**config.mk**
```make
export PLATFORM = sky130hd
export DESIGN_NAME = ifetch_axi_reader
export DESIGN_NICKNAME = d
export VERILOG_FILES = /design/src/rtl/ifetch_axi_reader.sv
export SDC_FILE = /design/constraint.sdc
export NUM_CORES = 1
export LEC_CHECK = 0
export ABC_CLOCK_PERIOD_IN_PS = 4800
export BUFFER_PORTS_ARGS = -buffer_cell sky130_fd_sc_hd__buf_2
export CAP_MARGIN = 20
export CELL_PAD_IN_SITES_DETAIL_PLACEMENT = 1
export CELL_PAD_IN_SITES_GLOBAL_PLACEMENT = 1
export CORE_MARGIN = 2
export CORE_UTILIZATION = 34
export CTS_CLUSTER_SIZE = 24
export DETAILED_ROUTE_END_ITERATION = 10
export GPL_TIMING_DRIVEN = 0
export PLACE_DENSITY_LB_ADDON = 0.15
export SYNTH_ARGS = -nofsm -noshare
export SYNTH_HDL_FRONTEND = slang
export SYNTH_SLANG_ARGS = --single-unit
```
**constraint.sdc**
```tcl
create_clock -name clk -period 4.8 [get_ports clk]
set_input_delay 0.96 -clock clk [delete_from_list [all_inputs] [get_ports clk]]
set_output_delay 0.96 -clock clk [all_outputs]
set_load 0.02 [all_outputs]
```
**src/rtl/ifetch_axi_reader.sv**
```systemverilog
// AXI4 read-master instruction fetch: one INCR burst per PC, beats collected into a
// bundle handed to decode with valid/ready, plus a one-cycle pc_advance pulse per bundle.
module ifetch_axi_reader #(
    parameter int ADDR_W    = 32,
    parameter int DATA_W    = 32,
    parameter int BURST_LEN = 2
) (
    input  logic                        clk,
    input  logic                        rst,
    input  logic [ADDR_W-1:0]           pc_addr,
    input  logic                        redirect,
    output logic [ADDR_W-1:0]           araddr,
    output logic [7:0]                  arlen,
    output logic [2:0]                  arsize,
    output logic [1:0]                  arburst,
    output logic                        arvalid,
    input  logic                        arready,
    input  logic [DATA_W-1:0]           rdata,
    input  logic [1:0]                  rresp,
    input  logic                        rlast,
    input  logic                        rvalid,
    output logic                        rready,
    output logic                        ibuf_valid,
    input  logic                        ibuf_ready,
    output logic [ADDR_W-1:0]           ibuf_pc,
    output logic [BURST_LEN*DATA_W-1:0] ibuf_instr,
    output logic                        ibuf_err,
    output logic                        pc_advance,
    output logic [1:0]                  dbg_state
);

    typedef enum logic [1:0] {
        IDLE  = 2'd0,
        ADDR  = 2'd1,
        DATA  = 2'd2,
        DRAIN = 2'd3
    } state_t;

    localparam int CW = $clog2(BURST_LEN + 1);
    localparam logic [CW-1:0] BL_C   = CW'(BURST_LEN);
    localparam logic [CW-1:0] LAST_C = CW'(BURST_LEN - 1);

    state_t                        state_q, state_d;
    logic [ADDR_W-1:0]             araddr_q, araddr_d;
    logic                          arvalid_q, arvalid_d;
    logic                          rready_q, rready_d;
    logic                          ibuf_valid_q, ibuf_valid_d;
    logic [ADDR_W-1:0]             ibuf_pc_q, ibuf_pc_d;
    logic [BURST_LEN*DATA_W-1:0]   instr_q, instr_d;
    logic                          err_q, err_d;
    logic                          pc_adv_q, pc_adv_d;
    logic [CW-1:0]                 cnt_q, cnt_d;
    logic                          redir_q, redir_d;
    logic                          beat;

    // Handshakes: a transfer happens on the clock edge where valid and ready are both 1;
    // a master holds valid and its payload stable until that edge.
    assign beat = rvalid & rready_q;

    always_comb begin
        state_d      = state_q;
        araddr_d     = araddr_q;
        arvalid_d    = arvalid_q;
        rready_d     = rready_q;
        ibuf_valid_d = ibuf_valid_q;
        ibuf_pc_d    = ibuf_pc_q;
        instr_d      = instr_q;
        err_d        = err_q;
        pc_adv_d     = 1'b0;
        cnt_d        = cnt_q;
        redir_d      = redir_q;

        if (ibuf_valid_q && ibuf_ready) ibuf_valid_d = 1'b0;
        if (redirect) ibuf_valid_d = 1'b0;

        case (state_q)
            IDLE: begin
                if (!ibuf_valid_q && !redirect) begin
                    araddr_d  = {pc_addr[ADDR_W-1:2], 2'b00};
                    arvalid_d = 1'b1;
                    redir_d   = 1'b0;
                    state_d   = ADDR;
                end
            end
            ADDR: begin
                if (redirect) redir_d = 1'b1;
                if (arready) begin
                    arvalid_d = 1'b0;
                    rready_d  = 1'b1;
                    cnt_d     = '0;
                    err_d     = 1'b0;
                    instr_d   = '0;
                    ibuf_pc_d = araddr_q;
                    redir_d   = 1'b0;
                    state_d   = (redir_q || redirect) ? DRAIN : DATA;
                end
            end
            DATA: begin
                if (redirect) begin
                    // A beat taken alongside redirect is dropped; if it ends the burst we are done.
                    if (beat && rlast) begin
                        rready_d = 1'b0;
                        state_d  = IDLE;
                    end else begin
                        state_d = DRAIN;
                    end
                end else if (beat) begin
                    for (int k = 0; k < BURST_LEN; k++) begin
                        if (cnt_q == CW'(k)) instr_d[k*DATA_W +: DATA_W] = rdata;
                    end
                    if (cnt_q != BL_C) cnt_d = cnt_q + CW'(1);
                    if (rresp != 2'b00 || cnt_q == BL_C) err_d = 1'b1;
                    if (rlast) begin
                        if (cnt_q != LAST_C) err_d = 1'b1;
                        rready_d     = 1'b0;
                        ibuf_valid_d = 1'b1;
                        pc_adv_d     = 1'b1;
                        state_d      = IDLE;
                    end
                end
            end
            DRAIN: begin
                if (beat && rlast) begin
                    rready_d = 1'b0;
                    state_d  = IDLE;
                end
            end
            default: state_d = IDLE;
        endcase
    end

    always_ff @(posedge clk or posedge rst) begin
        if (rst) begin
            state_q      <= IDLE;
            araddr_q     <= '0;
            arvalid_q    <= 1'b0;
            rready_q     <= 1'b0;
            ibuf_valid_q <= 1'b0;
            ibuf_pc_q    <= '0;
            instr_q      <= '0;
            err_q        <= 1'b0;
            pc_adv_q     <= 1'b0;
            cnt_q        <= '0;
            redir_q      <= 1'b0;
        end else begin
            state_q      <= state_d;
            araddr_q     <= araddr_d;
            arvalid_q    <= arvalid_d;
            rready_q     <= rready_d;
            ibuf_valid_q <= ibuf_valid_d;
            ibuf_pc_q    <= ibuf_pc_d;
            instr_q      <= instr_d;
            err_q        <= err_d;
            pc_adv_q     <= pc_adv_d;
            cnt_q        <= cnt_d;
            redir_q      <= redir_d;
        end
    end

    assign araddr     = araddr_q;
    assign arlen      = 8'(BURST_LEN - 1);
    assign arsize     = 3'b010;
    assign arburst    = 2'b01;
    assign arvalid    = arvalid_q;
    assign rready     = rready_q;
    assign ibuf_valid = ibuf_valid_q;
    assign ibuf_pc    = ibuf_pc_q;
    assign ibuf_instr = instr_q;
    assign ibuf_err   = err_q;
    assign pc_advance = pc_adv_q;
    assign dbg_state  = state_q;

endmodule

```
==> metrics.cfg <==
[run]
maxCapViolations=0

[synth]
ys_ff_latch=134
ys_types=33
synthArstFlopShare_pct=100
synth_largest_area_cell=dfrtp_1
synth_cells=528
synth_top_area_share_pct=54.8
synth_edf_count=0
ys_warn_count=0
syn_area_mm2=0.00612
synth_ff_type=dfrtp_1
ys_seq_area_share_pct=54.8
syn_area_per_cell_um2=11.6
synthTopCellsByArea=dfrtp_1 55%, mux2_2 5.9%, nand3_1 5.7%, mux2_1 5.3%, mux2i_1 5.2%

[cells_and_area]
diodes=0
drive_gt1_share_pct=40.7
num-nets-final=840
final_util_pct=45.9
area_growth_pct=33.7
final_area_mm2=0.00818
final_cells=1006

[detailed_routing]
ant_nets=0
wirelength_um=17800
drc=0
via_per_inst=4.83
dr.pass1.iters=4
wl_per_cell_um=17.7
vias=4861
first_iter_violations=174

[setup_path]
critPathKind=flop to output pin
cp_top_family=flip-flops
startpoint_type=flop
cp.arrival_ns=1.06
worstSetupEndpointType=output pin
r2r-start=cnt_q[0]
crit_slowest_cell=dfrtp_1
reg2reg_depth=7
cp_slowest_stage_delay_ns=0.44
cp_max_fo=7
critPathRequiredTime_ns=3.84
r2r_setup_slack_ns=2.78
critical_path_buf_inv_count=1
worstReg2RegEnd=ibuf_instr[2]
path_cells=buf_2

[clock_network]
clk_pin_slew_worst_paths_ns=0.05
htree_levels=4
cts_made_buffers=17
postCtsSetupBuffers=0
cts.sinks=134
cts-root-buf=clkbuf_16
clock_path_buffers=2
cts_tree=built
clk_latency_ns=0.42
cts_hold_buf=0
cts-resized-gates=0

[global_routing]
gr-total-overflow=0
grt_usage_pct=19.1
grt_pass1_wl_um=29100
grt_max_degree=80
first_global_vias=5452
antenna_found_initial=0

[place]
port_buffers=201
dpl.cell_count=974
placed_cell_area_mm2=0.00750
gp_congestion=0.746
place_hpwl_um=13100

[die]
row_count=49
die-height_um=138
start_util_pct=34.3
io_pins=221
fp.dieW_um=138
die-area_mm2=0.0191
core_mm2=0.0178

[timing]
final-hold-violation-count=0
min_period_ns=2.02
slew_viol_final=0
rsz0062_at_grt=false
worstMarginPinSlew_ns=0.744
fmax_mhz=495
fin_skew_ns=0.00763
hold_ws_ns=0.474
setup-violations-final=0
finalCritPeriodShare_pct=42.1
slew_headroom_pct=50.4

[hold_path]
whs_path_depth=1
hold_path_end=arvalid
min_path_type=flop to flop
worstHoldStart=arvalid

[run_status]
outcome=finished, final reports clean

[pwr]
cellPowerDensity_mw_per_mm2=722
totalPowerFinal_mw=5.90
power.leakage_nw=4.10
peakVddDrop_uv=280

==> cells in the final DEF (no fill, tap or decap), types with 2 or more instances in the layout <==
cell type     n
clkinv_2      2
clkbuf_16    17
clkinvlp_4    2
o21ai_0       2
conb_1       17
nand3_1      70
nor3_1        2
a2111o_1      2
clkbuf_8      2
ha_1          3
dfrtp_1     134
inv_6         2
inv_1        36
nor2b_1       3
clkbuf_1     14
nand3b_1     34
buf_4        19
mux2_1       29
a21oi_1       3
mux2_2       32
and3_1        2
nand2_1      35
buf_2       221
bufinv_16     6
mux2i_1      32
o211ai_1     34
nor2_1        2
nand2b_1      2
buf_6         6
==> where the power goes <==
| group | total [mW] | leakage [nW] | switching (mW) | internal, mW |
|---|---|---|---|---|
| Clock | 1.50 | 0.327 | 0.501 | 1.00 |
| Combinational | 2.45 | 2.05 | 1.53 | 0.924 |
| Sequential | 1.95 | 1.73 | 0.322 | 1.63 |
==> metrics by stage <==
step,TNS (ns),setup WS [ns]
6_report,0,2.78
5_1_grt,0,2.60
3_3_place_gp,-181.86,-1.37
4_1_cts,0,2.75
3_5_place_dp,0,2.43
2_1_floorplan,0,0.257
==> layer usage <==
| layer | track usage, % | up-vias | wire length [um] |
|---|---|---|---|
| met2 | 32.7 | 138 | 9020 |
| met3 | 4.33 | 31 | 750 |
| met5 | 0 | - | 0 |
| li1 | - | 2273 | - |
| met1 | 23.3 | 2419 | 7550 |
| met4 | 7.68 | 0 | 477 |
==> cell families (layout without fill, tap and decap cells) <==
family | Yosys count | count (layout) | synth area share, %
adders and majority gates | 3 | 3 | 0.613
muxes | 93 | 93 | 16.5
other | 2 | 17 | 0.123
AOI/OAI and AO/OA | 46 | 46 | 5.80
buffers and inverters | 95 | 329 | 8.13
and+or+nand+nor | 155 | 155 | 14.1
DFF | 134 | 134 | 54.8
==> cell usage after synthesis, drive strengths merged (13+ instances only) <==
| cell | n |
|---|---|
| nand3 | 70 |
| o211ai | 34 |
| dfrtp | 134 |
| mux2i | 32 |
| nand3b | 35 |
| inv | 37 |
| buf | 45 |
| mux2 | 61 |
| nand2 | 35 |
| clkbuf | 13 |
==> how the worst max path moves through the flow <==
stage	start	end	slack (ns)	cells past startpoint
6_report	rready	rready	2.78	1
5_1_grt	cnt_q[0]	ibuf_instr[2]	2.60	7
4_1_cts	rready	rready	2.75	1
3_5_place_dp	redirect	araddr[19]	2.43	5
3_3_place_gp	rst	ibuf_instr[33]	-1.37	2
2_1_floorplan	rst	araddr[10]	0.26	1
==> final cells by class <==
type                    count  area [um^2]
clock inverters            12          223
inverters                  37          144
fillers                  1989         9660
multi-input cells         314         2330
repair buffers            202         1030
flip-flops and latches    134         3350
clock buffers              20          457
well taps                 229          287
plain buffers              58          359
==> sequential cells by signal (all words and copies together) (netlist names) <==
register,count
ibuf_err,1
pc_advance,1
arvalid,1
ibuf_valid,1
ibuf_pc,30
dbg_state,2
redir_q,1
rready,1
araddr,30
cnt_q,2
ibuf_instr,64
No activity file was read; power rests on OpenSTA's default activity.
